<file path="src/rtl/sonic_circbuf_sched.sv">
// sonic_circbuf_sched: write/read pointer tracking and BLOCK-sized DMA scheduling for one SONIC ring.
// Define SONIC_CIRCBUF_STATS_EN to add the blk_cnt and drop_cnt statistics outputs.
module sonic_circbuf_sched #(
    parameter int ADDR_W = 14,
    parameter int DEPTH  = 15872,
    parameter int BLOCK  = 256
) (
    input  logic              clk_in,
    input  logic              reset_n,
    input  logic              ena,
    input  logic              wr_incr,
    output logic [ADDR_W-1:0] wr_addr,
    output logic              wr_full,
    input  logic              ovf_clr,
    output logic              overflow,
    output logic              dma_req,
    output logic [ADDR_W-1:0] dma_addr,
    input  logic              dma_ack,
    input  logic              dma_done,
    output logic [ADDR_W-1:0] rd_addr,
    output logic [ADDR_W:0]   level
`ifdef SONIC_CIRCBUF_STATS_EN
    ,
    output logic [31:0]       blk_cnt,
    output logic [15:0]       drop_cnt
`endif
);
    typedef enum logic [1:0] {IDLE, REQ, WAIT} state_t;
    localparam logic [ADDR_W:0]   DEP  = (ADDR_W+1)'(DEPTH);
    localparam logic [ADDR_W:0]   BLK  = (ADDR_W+1)'(BLOCK);
    localparam logic [ADDR_W-1:0] LAST = ADDR_W'(DEPTH - 1);

    state_t            state_q;
    logic [ADDR_W-1:0] wr_addr_q, wr_addr_d, rd_addr_q, dma_addr_q;
    logic [ADDR_W:0]   level_q, level_d, rd_next;
    logic              ovf_q, ovf_d, dma_req_q, done_w, acc_w, drop_w;

    // A completion frees a block in the same cycle, so a write at full is accepted then.
    assign wr_full  = level_q == DEP;
    assign done_w   = state_q == WAIT && dma_done;
    assign acc_w    = wr_incr && ena && (!wr_full || done_w);
    assign drop_w   = wr_incr && ena && wr_full && !done_w;
    assign wr_addr  = wr_addr_q;
    assign rd_addr  = rd_addr_q;
    assign level    = level_q;
    assign overflow = ovf_q;
    assign dma_req  = dma_req_q;
    assign dma_addr = dma_addr_q;

    always_comb begin
        wr_addr_d = !acc_w ? wr_addr_q : (wr_addr_q == LAST ? '0 : wr_addr_q + ADDR_W'(1));
        level_d   = level_q + (ADDR_W+1)'(acc_w) - (done_w ? BLK : '0);
        ovf_d     = drop_w || (ovf_q && !ovf_clr);
        rd_next   = {1'b0, rd_addr_q} + BLK;
    end

    always_ff @(posedge clk_in or negedge reset_n) begin
        if (!reset_n) begin
            wr_addr_q <= '0;
            level_q   <= '0;
            ovf_q     <= 1'b0;
        end else begin
            wr_addr_q <= wr_addr_d;
            level_q   <= level_d;
            ovf_q     <= ovf_d;
        end
    end

    always_ff @(posedge clk_in or negedge reset_n) begin
        if (!reset_n) begin
            state_q    <= IDLE;
            dma_req_q  <= 1'b0;
            dma_addr_q <= '0;
            rd_addr_q  <= '0;
        end else begin
            case (state_q)
                IDLE: if (ena && level_q >= BLK) begin
                    state_q    <= REQ;
                    dma_req_q  <= 1'b1;
                    dma_addr_q <= rd_addr_q;
                end
                REQ: if (dma_ack) begin
                    state_q   <= WAIT;
                    dma_req_q <= 1'b0;
                end
                WAIT: if (dma_done) begin
                    state_q   <= IDLE;
                    rd_addr_q <= rd_next == DEP ? '0 : rd_next[ADDR_W-1:0];
                end
                default: state_q <= IDLE;
            endcase
        end
    end

`ifdef SONIC_CIRCBUF_STATS_EN
    logic [31:0] blk_q;
    logic [15:0] drop_q, drop_base;

    assign blk_cnt   = blk_q;
    assign drop_cnt  = drop_q;
    assign drop_base = ovf_clr ? '0 : drop_q;

    always_ff @(posedge clk_in or negedge reset_n) begin
        if (!reset_n) begin
            blk_q  <= '0;
            drop_q <= '0;
        end else begin
            blk_q  <= blk_q + 32'(done_w);
            drop_q <= drop_w && drop_base != 16'hFFFF ? drop_base + 16'd1 : drop_base;
        end
    end
`endif
endmodule

</file>
<file path="config.mk">
export PLATFORM = sky130hd
export DESIGN_NAME = sonic_circbuf_sched
export DESIGN_NICKNAME = d
export VERILOG_FILES = /design/src/rtl/sonic_circbuf_sched.sv
export SDC_FILE = /design/constraint.sdc
export NUM_CORES = 1
export LEC_CHECK = 0
export ABC_CLOCK_PERIOD_IN_PS = 8950
export CORE_MARGIN = 3
export CORE_UTILIZATION = 35
export CTS_BUF_LIST = sky130_fd_sc_hd__clkbuf_16
export DETAILED_ROUTE_END_ITERATION = 7
export GPL_ROUTABILITY_DRIVEN = 0
export GPL_TIMING_DRIVEN = 0
export SLEW_MARGIN = 0
export SYNTH_ARGS = -nofsm -noshare
export SYNTH_HDL_FRONTEND = slang
export SYNTH_SLANG_ARGS = --single-unit
</file>
<file path="constraint.sdc">
create_clock -name clk_in -period 8.95 [get_ports clk_in]
set_input_delay 1.79 -clock clk_in [delete_from_list [all_inputs] [get_ports clk_in]]
set_output_delay 1.79 -clock clk_in [all_outputs]
set_load 0.05 [all_outputs]
</file>
---- Word-level counts from Yosys, hierarchy flattened ----
Index checks and enable logic that the tools add are counted.
operators by class
  eq/ne operators ......................... 8
  multiplexer cells ....................... 10
  reduce and logical (&&, ||, !) cells .... 18
  order comparisons ....................... 1
  $add $sub $neg .......................... 4
operators with widths
  operator                                               number
  equality test 15 x 14 -> 1 bit, second input constant  2
  two-way mux 14 bit                                     2
  adder 14 x 9 -> 15 bit, second input constant          1
  adder 15 x 1 -> 15 bit                                 1
  >= comparator 15 x 9 -> 1 bit, second input constant   1
  subtractor 15 x 9 -> 15 bit                            1
  adder 14 x 1 -> 14 bit, second input constant          1
  equality test 14 bit, second input constant            1
  two-way mux 9 bit                                      1
  logical AND 1 bit                                      7
  two-way mux 2 bit                                      3
  inequality test 2 bit, second input constant           3
  case mux 2 bit (3 select lines)                        1
  AND reduction 3 bit                                    2
  AND reduction 2 bit                                    2
  zero test 1 bit                                        3
  equality test 2 x 1 -> 1 bit, second input constant    1
  equality test 2 bit, second input constant             1
  zero test 2 bit                                        1
  logical OR 1 bit                                       2
  two-way mux 1 bit                                      2
  case mux 1 bit (2 select lines)                        1
  nonzero test 2 bit                                     1
word-level totals
  flip-flop bits (word level) ............. 61
  output and inout bits ................... 60
  logic and storage cells ................. 48
  input port bits ......................... 7

---- Longest topological paths before layout ----
  word-level depth ........................ 6
  depth in mapped cells ................... 14
  depth with buffers taken out ............ 14

---- Worst setup path before layout ----
No wires, ideal clock.
  path type ............................... in2reg
  start ................................... input dma_done
  end ..................................... register level_q[14] (netlist: level[14])
  stages on the path ...................... 13
  required time ........................... 8.871 ns
  path slack .............................. 4.539 ns
  arrival time ............................ 4.332 ns
  cells stage by stage .................... and3b_1 > buf_2 > or4_4 > nand2_1 > inv_1 > ha_1 > inv_1 > ha_1 > nor2_1 > o311ai_0 > a211oi_1 > o41ai_1 > xor2_1
on the way
  word-level cells in the longest chain between the ends .. 5
  elaborated cells between the ends (all ways) .. 6
  those cells by class .................... 2 x add/sub; 1 x mux; 3 x reduce/logical
ends and longest elaborated chain
  what                           RTL line  text
  start: declaration             19        input logic dma_done,
  logical AND 1 bit *            40        assign done_w = state_q == WAIT && dma_done;
  logical OR 1 bit               41        assign acc_w = wr_incr && ena && (!wr_full || done_w);
  logical AND 1 bit              41
  adder 15 x 1 -> 15 bit         52        level_d = level_q + (ADDR_W+1)'(acc_w) - (done_w ? BLK : '0);
  subtractor 15 x 9 -> 15 bit *  52
  via level_d[14]                35        logic [ADDR_W:0] level_q, level_d, rd_next;
  end signal: assignment         64        level_q <= level_d;
  end: declaration               35
The timed path passes the listed nets; every way through them passes the cells marked *.
A chain may end at the register's enable or synchronous reset.

---- Worst setup path after layout ----
Ends and elaborated chain as after synthesis.

==> results.cfg <==
[clock_network]
cts_sinks = 45
cts.repair.resized = 0
postCtsSetupRepairBufs = 0
clock_path_buffers = 2
numCtsBuffers = 5
postCtsHoldBufs = 0
clk_latency_ns = 0.28
h-tree-depth = 2
cts_tree = yes
clockRootBuffer = clkbuf_16
path_clk_slew_ns = 0.06

[power_and_ir_drop]
p_leak_nw = 1.72
internal-power_mw = 0.811
power.total_mw = 1.59
power_frac_seq_pct = 23.7
ir_drop_mv = 0.252
switching_share_pct = 49.1
p_comb_share_pct = 63.3
power_frac_clock_pct = 13.0
net-switching-power_mw = 0.782
powerDensity_nw_per_um2 = 415

[route]
ant_nets = 0
drt-wirelength-per-cell_um = 13.1
firstDrtPassIters = 4
drtIter0Drc = 62
vias_per_cell = 4.81
vias = 2307
drc = 0
routed_wl_mm = 6.26

[sta]
setup_violations = 0
slew_headroom_pct = 58.5
period_share_pct = 54.9
hold_violations = 0
period_minus_slack_ns = 4.91
fin_skew_ns = 0.00514
report.final.slew_viol_count = 0
fin_setup_tns_ns = 0
hold-worst-slack_ns = 0.491
worstMarginPinSlew_ns = 0.619
rsz0062_at_grt = no
fmax_mhz = 204

[synth]
synth_edf_count = 0
synth_cells = 304
yosysTopAreaCell = dfrtp_1
avgSynthCellArea_um2 = 9.78
synthArstFlopShare_pct = 100
synth_area_leaders = dfrtp_1 38%, ha_1 14%, inv_1 4.3%, buf_4 4.0%, xnor2_1 3.5%
ys_types = 52
synth_top_area_share_pct = 37.9
ys.flop_type = dfrtp_1
ys_ff_latch = 45
yosysWarnings = 0
synth_seq_area_share_pct = 37.9
synth.cell_area_um2 = 2970

[grt]
grt_use_total_pct = 13.5
grt_pass1_wl_mm = 10.7
grt_max_degree = 36
grt_antenna_before_repair = 0
grt_pass1_vias = 2214
grt_overflow = 0

[floorplanning]
die_h_um = 98.2
core.rowCount = 32
die_w_um = 98.2
core_area_um2 = 7970
start_util_pct = 37.3
dieArea_um2 = 9640
num_io_pins = 67

[final_layout]
diodes = 0
syn_to_final_growth_pct = 29.2
nNetsFinal = 417
layout_common_cells = 49 x clkdlybuf4s50_1, 45 x dfrtp_1, 35 x inv_1
drive_gt1_share_pct = 11.1
final_cell_count_no_fill = 480
final_common_cell = clkdlybuf4s50_1

[critical_path]
cp.required_ns = 9.16
crit_start = dma_done
critPathMaxFanout = 7
endpoint_kind = flop
critical_path_class = input port to flop
worstPathArrival_ns = 5.12
r2r_start = level[2]
r2r_cells = 14
cp-start-kind = input port

[run_status]
status = finished, final reports clean

[placement]
dp.cells = 472
numPortBuffers = 50
dp_hpwl_mm = 4.84

[flow_run]
cap_viol_max_count = 0

[hold_path]
min_from = wr_addr[6]
hold-path-cell-count = 1
hold_path_class = flop to flop
worst paths after layout:
check	to	slack, ns
setup / recovery	level[14]	4.04
max in group asynchronous	overflow	7.09
hold / removal	wr_addr[6]	0.49
min in group asynchronous	rd_addr[10]	1.39
hold reg to reg	wr_addr[6]	0.49
setup reg to reg	level[14]	5.20
worst max-delay path, stage by stage:
cell and delay [ns]:
clkdlybuf4s50_1 0.42, and3b_1 0.18, buf_2 0.17, or4_4 0.56, nand2_1 0.15, inv_1 0.06
ha_1 0.20, inv_1 0.06, ha_1 0.18, nor2_1 0.07, o311ai_0 0.39, a211oi_1 0.20
o41ai_1 0.49, xor2_1 0.17
cells by family (layout without fill, tap and decap cells):
logic type	Yosys count	in the layout	share of synthesized area, %
AND/OR/NAND/NOR	88	88	17.2
AO/OA/AOI/OAI	55	55	12.8
buffers and inverters	52	111	8.63
flip-flops	45	45	37.9
adder cells (fa/ha/maj)	33	33	13.9
XOR/XNOR	22	22	6.48
multiplexers	8	8	3.03
other	1	16	0.126
metal layers:
metal,global-route usage [%],part of all wire (%)
met1,17.8,47
met2,21.9,47
met3,2.79,4.0
met4,4.73,1.7
met5,0,0
power groups by stage:
stage / combinational (mW) / clock [mW] / sequential (mW)
floorplan: 0.523 / 0 / 0.599
global placement: 1.00 / 0 / 0.380
detailed placement: 1.01 / 0 / 0.383
CTS: 1.02 / 0.213 / 0.379
global route: 1.12 / 0.220 / 0.394
finish: 1.01 / 0.207 / 0.377
synthesized netlist by cell type, types with 2 or more instances:
master    instances
nand4_1           5
inv_1            34
nand2b_1          6
a22oi_1           2
o21bai_1          2
o22ai_1           2
xnor2_1          12
nand2_1          20
a31oi_1           3
nor3_1            8
a311oi_1          3
nand3_1           5
nand4b_1          2
nor2b_1           5
a32oi_1           2
dfrtp_1          45
mux2_2            8
ha_1             33
a22o_1            3
o21ai_0          14
a211oi_1          2
a21oi_1           9
nor2_1           17
a21o_1            4
nor4_1            7
xor2_1           10
buf_4            16
through the flow:
stage / util, % / instance area, µm² / setup WS, ns
6_report: 48.2 / 3840 / 4.04
3_5_place_dp: 46.1 / 3670 / 3.72
5_1_grt: 48.2 / 3840 / 3.67
4_1_cts: 48.2 / 3840 / 3.97
3_3_place_gp: 45.9 / 3660 / 3.65
2_1_floorplan: - / 3030 / 4.54
sequential cells by signal (all words and copies together), names as in the netlist:
register	flops
state_q	2
wr_addr	14
level	15
overflow	1
dma_addr	6
rd_addr	6
dma_req	1
area by class of cell:
| class | count | area, µm² |
|---|---|---|
| multi-input combinational | 222 | 1650 |
| buffer | 18 | 129 |
| clock inverter | 3 | 42.5 |
| inverter | 34 | 128 |
| sequential | 45 | 1130 |
| timing repair buffer | 51 | 515 |
| tap | 102 | 128 |
| fill | 762 | 4130 |
| clock buffer | 5 | 125 |
(Power assumes the default switching activity.)
